--- config.mk ---
export PLATFORM = sky130hd
export DESIGN_NAME = dma_c2h_axis_pkt_gen
export DESIGN_NICKNAME = d
export VERILOG_FILES = /design/src/rtl/dma_c2h_gen_pkg.sv /design/src/rtl/dma_c2h_parity_gen.sv /design/src/rtl/dma_c2h_axis_pkt_gen.sv
export SDC_FILE = /design/constraint.sdc
export NUM_CORES = 2
export LEC_CHECK = 0
export CAP_MARGIN = 15
export CORE_UTILIZATION = 42
export DETAILED_ROUTE_END_ITERATION = 6
export DONT_BUFFER_PORTS = 1
export SETUP_SLACK_MARGIN = 0.02
export SYNTH_ARGS = -nofsm -noshare
export SYNTH_HDL_FRONTEND = slang
export SYNTH_SLANG_ARGS = --single-unit
export TNS_END_PERCENT = 1
--- constraint.sdc ---
create_clock -name axi_aclk -period 8.65 [get_ports axi_aclk]
set_input_delay 0.865 -clock axi_aclk [delete_from_list [all_inputs] [get_ports axi_aclk]]
set_output_delay 0.865 -clock axi_aclk [all_outputs]
set_load 0.1 [all_outputs]
--- src/rtl/dma_c2h_gen_pkg.sv ---
// Shared types and constants for the C2H AXI-Stream packet generator.
// Holds the tusr layout, the FSM state type and the last-beat keep helper.
package dma_c2h_gen_pkg;

    localparam int DATA_W     = 512;
    localparam int KEEP_W     = 64;
    localparam int USR_W      = 64;
    localparam int USR_LEN_LO = 0;
    localparam int USR_LEN_W  = 16;
    localparam int USR_QID_LO = 16;
    localparam int USR_QID_W  = 11;

    typedef enum logic {
        IDLE,
        STREAM
    } state_t;

    // A remainder of zero means the last beat is completely full.
    function automatic logic [KEEP_W-1:0] last_keep(input logic [5:0] rem);
        logic [KEEP_W-1:0] k;
        k = '1;
        if (rem != 6'd0) begin
            k = ~({KEEP_W{1'b1}} << rem);
        end
        return k;
    endfunction

endpackage

--- src/rtl/dma_c2h_parity_gen.sv ---
// Combinational per-byte parity over a 512-bit data word.
// ODD_PARITY inverts every parity bit.
module dma_c2h_parity_gen
    import dma_c2h_gen_pkg::*;
#(
    parameter bit ODD_PARITY = 1'b0
) (
    input  logic [DATA_W-1:0] data,
    output logic [KEEP_W-1:0] parity
);

    always_comb begin
        parity = '0;
        for (int i = 0; i < KEEP_W; i++) begin
            parity[i] = (^data[8*i +: 8]) ^ ODD_PARITY;
        end
    end

endmodule

--- src/rtl/dma_c2h_axis_pkt_gen.sv ---
// C2H AXI4-Stream packet source: one command in, one packet of
// incrementing dwords out, with byte parity and tusr sideband.
module dma_c2h_axis_pkt_gen
    import dma_c2h_gen_pkg::*;
#(
    parameter int QID_W      = 11,
    parameter int LEN_W      = 16,
    parameter int MAX_LEN    = 4096,
    parameter bit ODD_PARITY = 1'b0
) (
    input  logic              axi_aclk,
    input  logic              axi_aresetn,
    input  logic              cmd_valid,
    output logic              cmd_ready,
    input  logic [QID_W-1:0]  cmd_qid,
    input  logic [LEN_W-1:0]  cmd_len,
    input  logic [31:0]       cmd_seed,
    output logic [DATA_W-1:0] c2h_tdata,
    output logic [KEEP_W-1:0] c2h_tparity,
    output logic              c2h_tlast,
    output logic              c2h_tvalid,
    output logic [KEEP_W-1:0] c2h_tkeep,
    output logic [USR_W-1:0]  c2h_tusr,
    input  logic              c2h_tready,
    output logic              cmd_err,
    output logic [31:0]       pkt_cnt,
    output logic              busy
);

    localparam int BW = LEN_W - 5;
    localparam logic [LEN_W-1:0] MAX_L = LEN_W'(MAX_LEN);

    state_t state, state_n;

    logic [31:0]       seed_r;
    logic [5:0]        rem_r;
    logic [BW-1:0]     last_r;
    logic [BW-1:0]     bidx;

    logic              len_ok;
    logic              accept;
    logic              reject;
    logic              load;
    logic              done;
    logic [BW-1:0]     beats_cmd;
    logic [BW-1:0]     gen_idx;
    logic [31:0]       gen_seed;
    logic [5:0]        gen_rem;
    logic              gen_last;
    logic [KEEP_W-1:0] gen_keep;
    logic [DATA_W-1:0] gen_data;
    logic [KEEP_W-1:0] gen_par;
    logic [USR_W-1:0]  usr_cmd;

    assign len_ok = (cmd_len != '0) && (cmd_len <= MAX_L);
    assign beats_cmd = BW'(cmd_len >> 6) + BW'(cmd_len[5:0] != 6'd0);

    always_comb begin
        state_n = state;
        accept  = 1'b0;
        reject  = 1'b0;
        load    = 1'b0;
        done    = 1'b0;
        unique case (state)
            IDLE: begin
                if (cmd_valid && cmd_ready) begin
                    if (len_ok) begin
                        accept  = 1'b1;
                        load    = 1'b1;
                        state_n = STREAM;
                    end else begin
                        reject = 1'b1;
                    end
                end
            end
            STREAM: begin
                if (c2h_tvalid && c2h_tready) begin
                    if (c2h_tlast) begin
                        done    = 1'b1;
                        state_n = IDLE;
                    end else begin
                        load = 1'b1;
                    end
                end
            end
            default: state_n = IDLE;
        endcase
    end

    // In IDLE the first beat is built straight from the command inputs.
    always_comb begin
        gen_seed = (state == IDLE) ? cmd_seed : seed_r;
        gen_idx  = (state == IDLE) ? '0 : bidx;
        gen_rem  = (state == IDLE) ? cmd_len[5:0] : rem_r;
        gen_last = (state == IDLE) ? (beats_cmd == BW'(1)) : (bidx == last_r);
        gen_keep = gen_last ? last_keep(gen_rem) : '1;
        gen_data = '0;
        for (int j = 0; j < DATA_W / 32; j++) begin
            gen_data[32*j +: 32] = gen_seed + 32'({gen_idx, 4'h0}) + 32'(j);
        end
        for (int i = 0; i < KEEP_W; i++) begin
            if (!gen_keep[i]) begin
                gen_data[8*i +: 8] = 8'h00;
            end
        end
        usr_cmd = '0;
        usr_cmd[USR_LEN_LO +: LEN_W] = cmd_len;
        usr_cmd[USR_QID_LO +: QID_W] = cmd_qid;
    end

    dma_c2h_parity_gen #(
        .ODD_PARITY (ODD_PARITY)
    ) u_par (
        .data   (gen_data),
        .parity (gen_par)
    );

    always_ff @(posedge axi_aclk or negedge axi_aresetn) begin
        if (!axi_aresetn) begin
            state       <= IDLE;
            cmd_ready   <= 1'b1;
            busy        <= 1'b0;
            cmd_err     <= 1'b0;
            pkt_cnt     <= '0;
            seed_r      <= '0;
            rem_r       <= '0;
            last_r      <= '0;
            bidx        <= '0;
            c2h_tvalid  <= 1'b0;
            c2h_tlast   <= 1'b0;
            c2h_tdata   <= '0;
            c2h_tparity <= {KEEP_W{ODD_PARITY}};
            c2h_tkeep   <= '0;
            c2h_tusr    <= '0;
        end else begin
            state     <= state_n;
            cmd_ready <= (state_n == IDLE);
            busy      <= (state_n == STREAM);
            cmd_err   <= reject;
            if (accept) begin
                seed_r   <= cmd_seed;
                rem_r    <= cmd_len[5:0];
                last_r   <= beats_cmd - BW'(1);
                c2h_tusr <= usr_cmd;
            end
            if (load) begin
                c2h_tvalid  <= 1'b1;
                c2h_tlast   <= gen_last;
                c2h_tdata   <= gen_data;
                c2h_tparity <= gen_par;
                c2h_tkeep   <= gen_keep;
                bidx        <= gen_idx + BW'(1);
            end
            if (done) begin
                c2h_tvalid <= 1'b0;
                c2h_tlast  <= 1'b0;
                pkt_cnt    <= pkt_cnt + 32'd1;
            end
        end
    end

endmodule

==> run metrics <==
run status=complete, no violations; total grt overflow=0; setup TNS=0 ns; CP Launch Type=flip-flop; DPL Wire Length=163 mm; vias in the first global route=34900; Initial DRT Pass Iterations=6; setup bufs post-CTS=0; Cells after Synth=4394; Row Count=116; Slew Viols, Final=0; clock buffer count from CTS=86; top-count cell post-synth=dfrtp_1; Synth top area share=44.6%; critical path startpoint=state$_DFF_PN0_; crit path max fanout=45; Mean Syn Cell Area=9.67 µm²; top cells by area, synth=dfrtp_1, xnor2_1, a22o_1; max-cap violations=0; Sink Count=758; Required @ worst endpoint=9.24 ns; Remaining DRCs=0; Yosys warning count=0; Final Net Count=4481; dominant synthesized flop cell=dfrtp_1; layout cell share with drive strength beyond 1=11.0%; post-route clock period utilization=85.2%; starting density of the core=42.4%; Crit-path slowest cell=nor4_1; first-pass GRT wire length=292 mm; number of synthesized register bits=758; post-synthesis cell type count=105; Worst R2R Path Depth=17; post-cts sizing count=0; Vias/cell=6.42; WP data arrival=7.96 ns; DRT iter0 DRCs=5176; die area=102000 µm²; Routed WL per cell=37.2 µm; Port Buffers=0; Core Area=100000 µm²; Hold Crit Class=primary input to asynchronous set/reset pin; ys async rst share=100%; number of flops mapped to enable cells by yosys=0; clk_lat worst skew=0.73 ns; sequential area share after synthesis=44.6%; minimum clock period=7.37 ns; critical path class=flip-flop to flip-flop; Rel. slew slack=12.6%; Area after DPL=44500 µm²; FF-to-FF setup slack=1.28 ns; area of the multi-input gates=22500 µm²; Die X=320 µm; RSZ-0062 raised after global routing=false; clk_skew=0.0515 ns; die span in y=320 µm; Area Growth Syn to Fin=12.2%; synth cell count leaders=dfrtp_1, nand2_1, xnor2_1, nor2_1, a22o_1; Reg-to-Reg Start=state$_DFF_PN0_; vias=36900; critical-path cell list=buf_4 > and2_1 > ha_1 > ha_1 > a21oi_1 > a211oi_2 > o211ai_2 > a211oi_1 > xnor2_1 > buf_4 > nand4_1 > nor4_1 > o31ai_1 > nor2_1 > xnor2_1 > xnor3_1 > a22o_1; Reg area=19000 µm²; # fillers=9583; final count of hold timing violations=0; r2r endpoint=c2h_tparity[11]$_DFFE_PN0P_; Worst setup endpoint=c2h_tparity[11]$_DFFE_PN0P_; antenna violations before repair=8; Worst Tran Pin Value=1.31 ns; Largest stage delay, worst path=1.14 ns; GR Util All Layers=40.9%; synthesized cell area=42500 µm²; placer congestion estimate=1.05; CTS root buf=clkbuf_16; H-tree depth=3; post-route cell area=47700 µm²; antenna-violating nets left=0; area leader, netlist=dfrtp_1; setup violators final=0; CTS clock-pin slew for the worst setup and hold paths=0.06 ns; fmax=136 MHz; IO Count=804; CTS tree=done; crit end category=flip-flop; pin count of the biggest net entering global routing=759; Final Routed Wirelength=215 mm; clock tree buffer depth=3
## critical path, delay by kind of cell (launching register included)
family	cells	cell delay, ns
xor gates and xnor gates	3	0.80
and+or+nand+nor	4	2.40
DFF	1	0.69
buffers and inverters	2	0.95
adders and majority gates	2	0.35
AOI/OAI and AO/OA	6	2.03
## per-layer routing
| layer | global-route usage, % | vias to the layer above | wire [µm] |
|---|---|---|---|
| met5 | 0 | - | 53 |
| met4 | 26.9 | 8 | 16500 |
| met3 | 12.2 | 609 | 23600 |
| met2 | 60.0 | 2409 | 91900 |
| met1 | 52.2 | 18600 | 82500 |
| li1 | - | 15300 | - |
## layout make-up
| class | count | share of cell area, % |
|---|---|---|
| Clock buffer | 114 | 5.13 |
| Multi-Input combinational cell | 3342 | 47.3 |
| Tap cell | 1298 | 3.40 |
| Clock inverter | 39 | 1.14 |
| Inverter | 27 | 0.212 |
| Sequential cell | 758 | 39.8 |
| Antenna cell | 5 | 0.0262 |
| Timing Repair Buffer | 176 | 3.05 |
## kinds of logic after synthesis
kind of cell / Yosys count / share of synthesized area, %
AOI/OAI and AO/OA: 1008 / 16.6
xor gates and xnor gates: 776 / 17.2
adders and majority gates: 30 / 0.866
buffers and inverters: 330 / 3.43
DFF: 758 / 44.6
muxes: 111 / 2.93
other: 1 / 0.00882
and+or+nand+nor: 1380 / 14.3
## per-stage QoR
stage	setup slack, ns	hold slack [ns]	std cells	utilization [%]
5_1_grt	0.917	0.281	5756	47.6
6_report	1.28	0.289	5759	47.6
3_5_place_dp	1.52	0.487	5592	44.5
3_3_place_gp	1.69	0.481	5591	44.5
4_1_cts	1.49	-0.176	5745	47.5
2_1_floorplan	0.918	0.469	4430	-
## worst min path at each step
stage / endpoint / slack, ns / depth (start not counted)
6_report: pkt_cnt[2]$_DFFE_PN0P_ / 0.29 / 1
5_1_grt: c2h_tusr[18]$_DFFE_PN0P_ / 0.28 / 1
4_1_cts: c2h_tvalid$_DFFE_PN0P_ / -0.18 / 0
3_5_place_dp: seed_r[11]$_DFFE_PN0P_ / 0.49 / 1
3_3_place_gp: seed_r[10]$_DFFE_PN0P_ / 0.48 / 1
2_1_floorplan: last_r[0]$_DFFE_PN0P_ / 0.47 / 2
## registers in the layout, summed over array words and instances, names as in the netlist
signal and cells:
c2h_tdata 512, c2h_tkeep 64, c2h_tparity 64, pkt_cnt 32, seed_r 32, c2h_tusr 22
bidx 11, last_r 11, rem_r 5, c2h_tlast 1, c2h_tvalid 1, cmd_err 1
cmd_ready 1, state 1
## layout by cell type (no fill, tap or decap), types with 11 or more instances in the layout
master,count
a211oi_1,15
ha_1,27
or3_1,19
clkinv_2,13
clkbuf_16,87
xnor2_1,562
nand2_1,618
o31ai_1,159
o21ai_0,207
nor4_1,20
buf_4,166
mux2i_1,30
inv_1,24
dfrtp_1,756
a21o_1,26
xnor3_1,29
a31oi_1,31
nand3_1,111
and3_1,34
a22o_1,281
clkbuf_8,17
a21oi_1,163
nor2_1,357
nor3_1,75
xor2_1,161
nor3_2,15
o21ai_1,11
nand4_1,33
and2_1,26
mux2_2,74
conb_1,37
Power is left out: the tool's default activity adds up to more than one toggle a clock period on the data nets, which glitch-free logic cannot reach.
